$ cat config.mk
export PLATFORM = sky130hd
export DESIGN_NAME = dmac_channel_ctrl
export DESIGN_NICKNAME = d
export VERILOG_FILES = /design/src/rtl/dmac_channel_ctrl.sv
export SDC_FILE = /design/constraint.sdc
export NUM_CORES = 1
export LEC_CHECK = 0
export BUFFER_PORTS_ARGS = -buffer_cell sky130_fd_sc_hd__clkbuf_2
export CORE_AREA = 8 8 55 57
export DETAILED_ROUTE_END_ITERATION = 6
export DIE_AREA = 0 0 63 65
export GPL_TIMING_DRIVEN = 0
export HOLD_SLACK_MARGIN = 0.08
export PLACE_DENSITY = 0.74
export REMOVE_ABC_BUFFERS = 1
export SLEW_MARGIN = 15
export SYNTH_ARGS = -nofsm -noshare
export SYNTH_HDL_FRONTEND = slang
export SYNTH_SLANG_ARGS = --single-unit
$ cat constraint.sdc
create_clock -name i_clk -period 1.7 [get_ports i_clk]
set_input_delay 0.34 -clock i_clk [delete_from_list [all_inputs] [get_ports i_clk]]
set_output_delay 0.34 -clock i_clk [all_outputs]
set_load 0.02 [all_outputs]
$ cat src/rtl/dmac_channel_ctrl.sv
// DMA channel controller: sequences config, AHB read/write bursts and per-burst update.
// Optional AHB ERROR response handling is enabled by defining DMAC_CHCTRL_ERR_EN.
module dmac_channel_ctrl (
    input  logic       i_clk,
    input  logic       i_rst,
    input  logic       i_channel_en,
    input  logic       i_bs0,
    input  logic       i_tslb,
    input  logic       i_ts0,
    input  logic       i_fifo_full,
    input  logic       i_fifo_empty,
    input  logic [2:0] i_mburst_size,
    input  logic       i_hgrant,
    input  logic       i_hready,
    input  logic       i_hresp,
    output logic       o_s_sel,
    output logic       o_d_sel,
    output logic       o_b_sel,
    output logic       o_t_sel,
    output logic       o_s_en,
    output logic       o_d_en,
    output logic       o_ts_en,
    output logic       o_sz_en,
    output logic       o_burst_en,
    output logic       o_count_en,
    output logic       o_h_sel,
    output logic       o_wr_en,
    output logic       o_rd_en,
    output logic       o_trigger,
    output logic       o_hbusreq,
    output logic [1:0] o_htrans,
    output logic       o_hwrite,
    output logic       o_busy,
    output logic       o_done_irq,
    output logic       o_err_irq
);

    typedef enum logic [3:0] {
        StIdle,
        StConfig,
        StCheck,
        StReq,
        StRead,
        StWrite,
        StUpdate,
        StDone,
        StError
    } state_e;

    localparam logic [1:0] HtIdle   = 2'b00;
    localparam logic [1:0] HtNonseq = 2'b10;
    localparam logic [1:0] HtSeq    = 2'b11;

    state_e     r_state;
    state_e     w_state_nxt;
    logic       r_en_prev;
    logic       r_single;
    logic       w_single_nxt;
    logic       r_first;
    logic       w_first_nxt;
    logic [4:0] r_beat_cnt;
    logic [4:0] w_beat_cnt_nxt;
    logic [4:0] w_beat_len;
    logic       w_rd_beat;
    logic       w_wr_beat;
    logic       w_err;
    logic       w_unused;

    // Status input not needed for sequencing; hresp is only consumed with the error option.
    assign w_unused = ^{i_bs0, i_hresp};

    always_comb begin
        w_beat_len = 5'd1;
        if (!r_single) begin
            unique case (i_mburst_size)
                3'b001:  w_beat_len = 5'd4;
                3'b010:  w_beat_len = 5'd8;
                3'b011:  w_beat_len = 5'd16;
                default: w_beat_len = 5'd1;
            endcase
        end
    end

    assign w_rd_beat = i_hready && !i_fifo_full;
    assign w_wr_beat = i_hready && !i_fifo_empty;

`ifdef DMAC_CHCTRL_ERR_EN
    assign w_err = i_hresp && i_hready;
`else
    assign w_err = 1'b0;
`endif

    always_ff @(posedge i_clk) begin
        if (i_rst) begin
            r_state    <= StIdle;
            r_en_prev  <= 1'b0;
            r_single   <= 1'b0;
            r_first    <= 1'b0;
            r_beat_cnt <= 5'd0;
        end else begin
            r_state    <= w_state_nxt;
            r_en_prev  <= i_channel_en;
            r_single   <= w_single_nxt;
            r_first    <= w_first_nxt;
            r_beat_cnt <= w_beat_cnt_nxt;
        end
    end

    always_comb begin
        w_state_nxt    = r_state;
        w_single_nxt   = r_single;
        w_first_nxt    = r_first;
        w_beat_cnt_nxt = r_beat_cnt;
        o_s_sel        = 1'b0;
        o_d_sel        = 1'b0;
        o_b_sel        = 1'b0;
        o_t_sel        = 1'b0;
        o_s_en         = 1'b0;
        o_d_en         = 1'b0;
        o_ts_en        = 1'b0;
        o_sz_en        = 1'b0;
        o_burst_en     = 1'b0;
        o_count_en     = 1'b0;
        o_h_sel        = 1'b0;
        o_wr_en        = 1'b0;
        o_rd_en        = 1'b0;
        o_trigger      = 1'b0;
        o_hbusreq      = 1'b0;
        o_htrans       = HtIdle;
        o_hwrite       = 1'b0;
        o_done_irq     = 1'b0;
        o_err_irq      = 1'b0;
        o_busy         = (r_state != StIdle);

        unique case (r_state)
            StIdle: begin
                if (i_channel_en && !r_en_prev) begin
                    w_state_nxt = StConfig;
                end
            end
            StConfig: begin
                o_s_en      = 1'b1;
                o_d_en      = 1'b1;
                o_ts_en     = 1'b1;
                o_sz_en     = 1'b1;
                o_burst_en  = 1'b1;
                o_s_sel     = 1'b1;
                o_d_sel     = 1'b1;
                o_t_sel     = 1'b1;
                w_state_nxt = StCheck;
            end
            StCheck: begin
                if (i_ts0) begin
                    w_state_nxt = StDone;
                end else if (i_tslb && !r_single) begin
                    // Remainder smaller than a burst: drop to single-beat transfers.
                    o_burst_en   = 1'b1;
                    o_b_sel      = 1'b1;
                    w_single_nxt = 1'b1;
                end else begin
                    w_state_nxt = StReq;
                end
            end
            StReq: begin
                o_hbusreq = 1'b1;
                if (i_hgrant) begin
                    w_state_nxt    = StRead;
                    w_beat_cnt_nxt = w_beat_len;
                    w_first_nxt    = 1'b1;
                end
            end
            StRead: begin
                o_hbusreq = 1'b1;
                if (w_rd_beat) begin
                    o_wr_en        = 1'b1;
                    o_s_en         = 1'b1;
                    o_count_en     = 1'b1;
                    o_htrans       = r_first ? HtNonseq : HtSeq;
                    w_first_nxt    = 1'b0;
                    w_beat_cnt_nxt = r_beat_cnt - 5'd1;
                    if (r_beat_cnt == 5'd1) begin
                        w_state_nxt    = StWrite;
                        w_beat_cnt_nxt = w_beat_len;
                        w_first_nxt    = 1'b1;
                    end
                end
                if (w_err) begin
                    w_state_nxt = StError;
                end
            end
            StWrite: begin
                o_hbusreq = 1'b1;
                o_h_sel   = 1'b1;
                o_hwrite  = 1'b1;
                o_trigger = 1'b1;
                if (w_wr_beat) begin
                    o_rd_en        = 1'b1;
                    o_d_en         = 1'b1;
                    o_count_en     = 1'b1;
                    o_htrans       = r_first ? HtNonseq : HtSeq;
                    w_first_nxt    = 1'b0;
                    w_beat_cnt_nxt = r_beat_cnt - 5'd1;
                    if (r_beat_cnt == 5'd1) begin
                        w_state_nxt = StUpdate;
                    end
                end
                if (w_err) begin
                    w_state_nxt = StError;
                end
            end
            StUpdate: begin
                o_ts_en     = 1'b1;
                w_state_nxt = StCheck;
            end
            StDone: begin
                o_done_irq   = 1'b1;
                w_single_nxt = 1'b0;
                w_state_nxt  = StIdle;
            end
            StError: begin
`ifdef DMAC_CHCTRL_ERR_EN
                o_err_irq = 1'b1;
`endif
                if (!i_channel_en) begin
                    w_single_nxt = 1'b0;
                    w_state_nxt  = StIdle;
                end
            end
            default: begin
                w_state_nxt = StIdle;
            end
        endcase
    end

endmodule

==> reports/qor.json <==
{
  "slew_violations": 0,
  "hold_depth": 2,
  "final.setup_skew_ns": 0.00466,
  "gpl_congestion": 0.824,
  "holdPathEnd": "r_en_prev",
  "syn_area_per_cell_um2": 8.05,
  "clk_pin_slew_ns": 0.07,
  "route.antenna.remaining_nets": 0,
  "totalPowerFinal_mw": 1.67,
  "power_per_cell_area_nw_per_um2": 1190,
  "cp.depth": 4,
  "rows": 17,
  "cts-htree-levels": 1,
  "dp_hpwl_um": 1900,
  "synth_top_family_by_area": "simple AND/OR/NAND/NOR gates",
  "vias_in_the_first_global_route": 1025,
  "critical_path.top_delay_family": "buffers and inverters",
  "regArea_um2": 234,
  "hold_path.startpoint": "i_channel_en",
  "root_buffer": "sky130_fd_sc_hd__clkbuf_4",
  "cts.path.max_buffers": 2,
  "asyncSetResetFlopFracSynth_pct": 0,
  "final.min_clock_period_ns": 1.81,
  "crit_chain": "buf_4 -> buf_4 -> or3_1 -> buf_2",
  "synth_mux_area_share_pct": 6.72,
  "synth_top_area_share_pct": 24.6,
  "multi_input_comb_area_um2": 674,
  "grt_pass1_wl_um": 4650,
  "synth_top_cells_by_area": "sky130_fd_sc_hd__dfxtp_1 25%, sky130_fd_sc_hd__mux2i_1 6.7%, sky130_fd_sc_hd__buf_4 5.9%, sky130_fd_sc_hd__a21oi_1 4.5%, sky130_fd_sc_hd__nand2_1 3.8%",
  "grt_total_usage_pct": 13.6,
  "drtIter0Drc": 47,
  "die_height_um": 65,
  "syn-instance-count": 111,
  "use_met1_pct": 13.3,
  "finalSetupViolCount": 11,
  "groute.layer.met2.usage_pct": 26.5,
  "clk_latency_ns": 0.28,
  "final_layout_size_suffix_gt1_share_pct": 57.0,
  "timing.critical_path.required_ns": 1.36,
  "synth_warnings": 0,
  "failed_checks": "setup timing",
  "cts_tree": "yes",
  "max_cap_violation_count": 0,
  "post_synthesis_instance_area_um2": 893,
  "synthMostInstantiatedCell": "sky130_fd_sc_hd__dfxtp_1",
  "post_drt_wl_per_cell_um": 17.0,
  "core_area_um2": 2150,
  "overall_routed_net_length_um": 3160,
  "crit_top_cell": "sky130_fd_sc_hd__buf_4",
  "routed_via_density": 5.57,
  "antenna_found_initial": 0,
  "critPathBufInv": 3,
  "cts-buffers-inserted": 3,
  "synthXorXnorAreaFrac_pct": 0,
  "synth_enable_flop_cells": 0,
  "place.detailed.instances": 159,
  "fin_setup_tns_ns": -0.472,
  "final_nets": 175,
  "worst-endpoint-arrival_ns": 1.47,
  "die-width_um": 63,
  "ir_worst_vdd_mv": 1.08,
  "cts_num_sinks": 11,
  "r2r.worst_path.cells": 7,
  "synthTopCellsByCount": "11 x sky130_fd_sc_hd__dfxtp_1, 9 x sky130_fd_sc_hd__nand2_1, 8 x sky130_fd_sc_hd__a21oi_1",
  "place_worst_setup_slack_ns": -0.348,
  "crit-reg2reg-launch": "r_beat_cnt[0]",
  "startpoint_type": "flop",
  "detailroute.via_count": 1036,
  "worst_path_max_delay_cell": "sky130_fd_sc_hd__or3_1",
  "postLayoutSetupSlackWorst_ns": -0.109,
  "compound_gate_fraction_of_synth_area_pct": 19.7,
  "timing.critical_path.fanout_max": 6,
  "holdCritPathClass": "in -> reg",
  "ys_seq_area_share_pct": 24.6,
  "layout_area_overhead_pct": 56.7,
  "die_footprint_um2": 4100,
  "yosysUniqueCellTypes": 42,
  "antenna_cells_inserted": 0,
  "globalRoute.busiestLayer": "met2",
  "period_share_pct": 106,
  "whs_ns": 0.286,
  "n_fill_cell": 171,
  "dr_drc_count": 0,
  "rsz0062_at_grt": "true",
  "drt-pass1-iter-count": 4,
  "reg2reg_setup_slack_ns": -0.02,
  "synthSimpleGateAreaFrac_pct": 35.6,
  "grtUsageMet3_pct": 4.30,
  "max_clock_freq_ghz": 0.553,
  "floorplan.initialDensity_pct": 41.6,
  "yosys.area_share.adder_pct": 2.80,
  "grt_max_degree": 14,
  "synth-main-ff-cell": "sky130_fd_sc_hd__dfxtp_1",
  "outcome": "finished with violations",
  "non_filler_cells_in_the_finished_layout": 186,
  "yosys_register_bits": 11,
  "crit-reg2reg-capture": "r_beat_cnt[4]",
  "timing.final.hold_violations": 0,
  "worstSetupEndpointType": "output pin",
  "critical_path_class": "reg -> out",
  "portBuffers": 31,
  "max_stage_delay_ns": 0.38,
  "synthDominantAreaCellType": "sky130_fd_sc_hd__dfxtp_1",
  "total_leakage_power_nw": 0.660,
  "overflow": 0,
  "top_level_ports": 35
}
-- registers in the layout (all words and copies together) (netlist names) --
signal	cells
r_beat_cnt	5
r_single	1
r_first	1
r_state	3
r_en_prev	1
-- timing repair --
| item | CTS | global route |
|---|---|---|
| setup endpoints to repair | 24 | 24 |
| setup buffers | 13 | 10 |
| gates resized for setup | 39 | 24 |
| pin swaps | 5 | 10 |
| hold buffers | 0 | 0 |
-- where the power goes --
group	switching (mW)	leakage (nW)	internal (mW)
Clock	0.101	0.0150	0.0911
Sequential	0.0547	0.0925	0.309
Combinational	0.585	0.552	0.531
Total	0.741	0.660	0.931
-- cell families (layout without fill, tap and decap cells) --
kind of cell               count (synthesis)  count (layout)
buffers and inverters                     17              64
DFF                                       11              11
and+or+nand+nor                           53              53
AOI/OAI and AO/OA                         21              21
adders and majority gates                  2               2
muxes                                      6               6
other                                      1               1
-- layout by cell type (no fill, tap or decap), types with 4 or more instances in the layout --
master / count
sky130_fd_sc_hd__buf_4: 25
sky130_fd_sc_hd__nor3_1: 4
sky130_fd_sc_hd__buf_6: 4
sky130_fd_sc_hd__dfxtp_1: 6
sky130_fd_sc_hd__mux2i_1: 5
sky130_fd_sc_hd__clkbuf_2: 18
sky130_fd_sc_hd__clkbuf_4: 4
sky130_fd_sc_hd__nand2b_1: 4
sky130_fd_sc_hd__nand2_1: 8
sky130_fd_sc_hd__a21oi_1: 7
sky130_fd_sc_hd__nor2_1: 5
-- per-layer routing --
layer | wire length [um] | part of all wire (%)
met5 | 0 | 0
met4 | 50 | 1.6
met3 | 162 | 5.1
met2 | 1760 | 56
met1 | 1180 | 37
-- how the worst max path moves through the flow --
stage | startpoint | endpoint | slack, ns
CTS | r_state[0] | o_htrans[0] | -0.08
finish | r_state[1] | o_busy | -0.11
detailed placement | r_state[0] | o_htrans[0] | -0.35
floorplan | r_state[0] | o_htrans[0] | -0.52
global route | r_state[1] | o_s_en | -0.17
global placement | r_state[0] | o_htrans[0] | -0.30
-- area by class of cell --
type | instances | share of cell area, %
well taps | 28 | 2.50
flip-flops and latches | 11 | 16.7
repair buffers | 54 | 29.0
inverters | 6 | 1.70
multi-input cells | 83 | 48.2
clock buffers | 4 | 1.88
-- through the flow --
step	util (%)	cell area [um^2]
after floorplan	-	826
after global placement	47.3	1020
after detailed placement	47.3	1020
after CTS	58.7	1260
after global routing	65.2	1400
final	65.2	1400
Power figures use the tool's default switching activity.
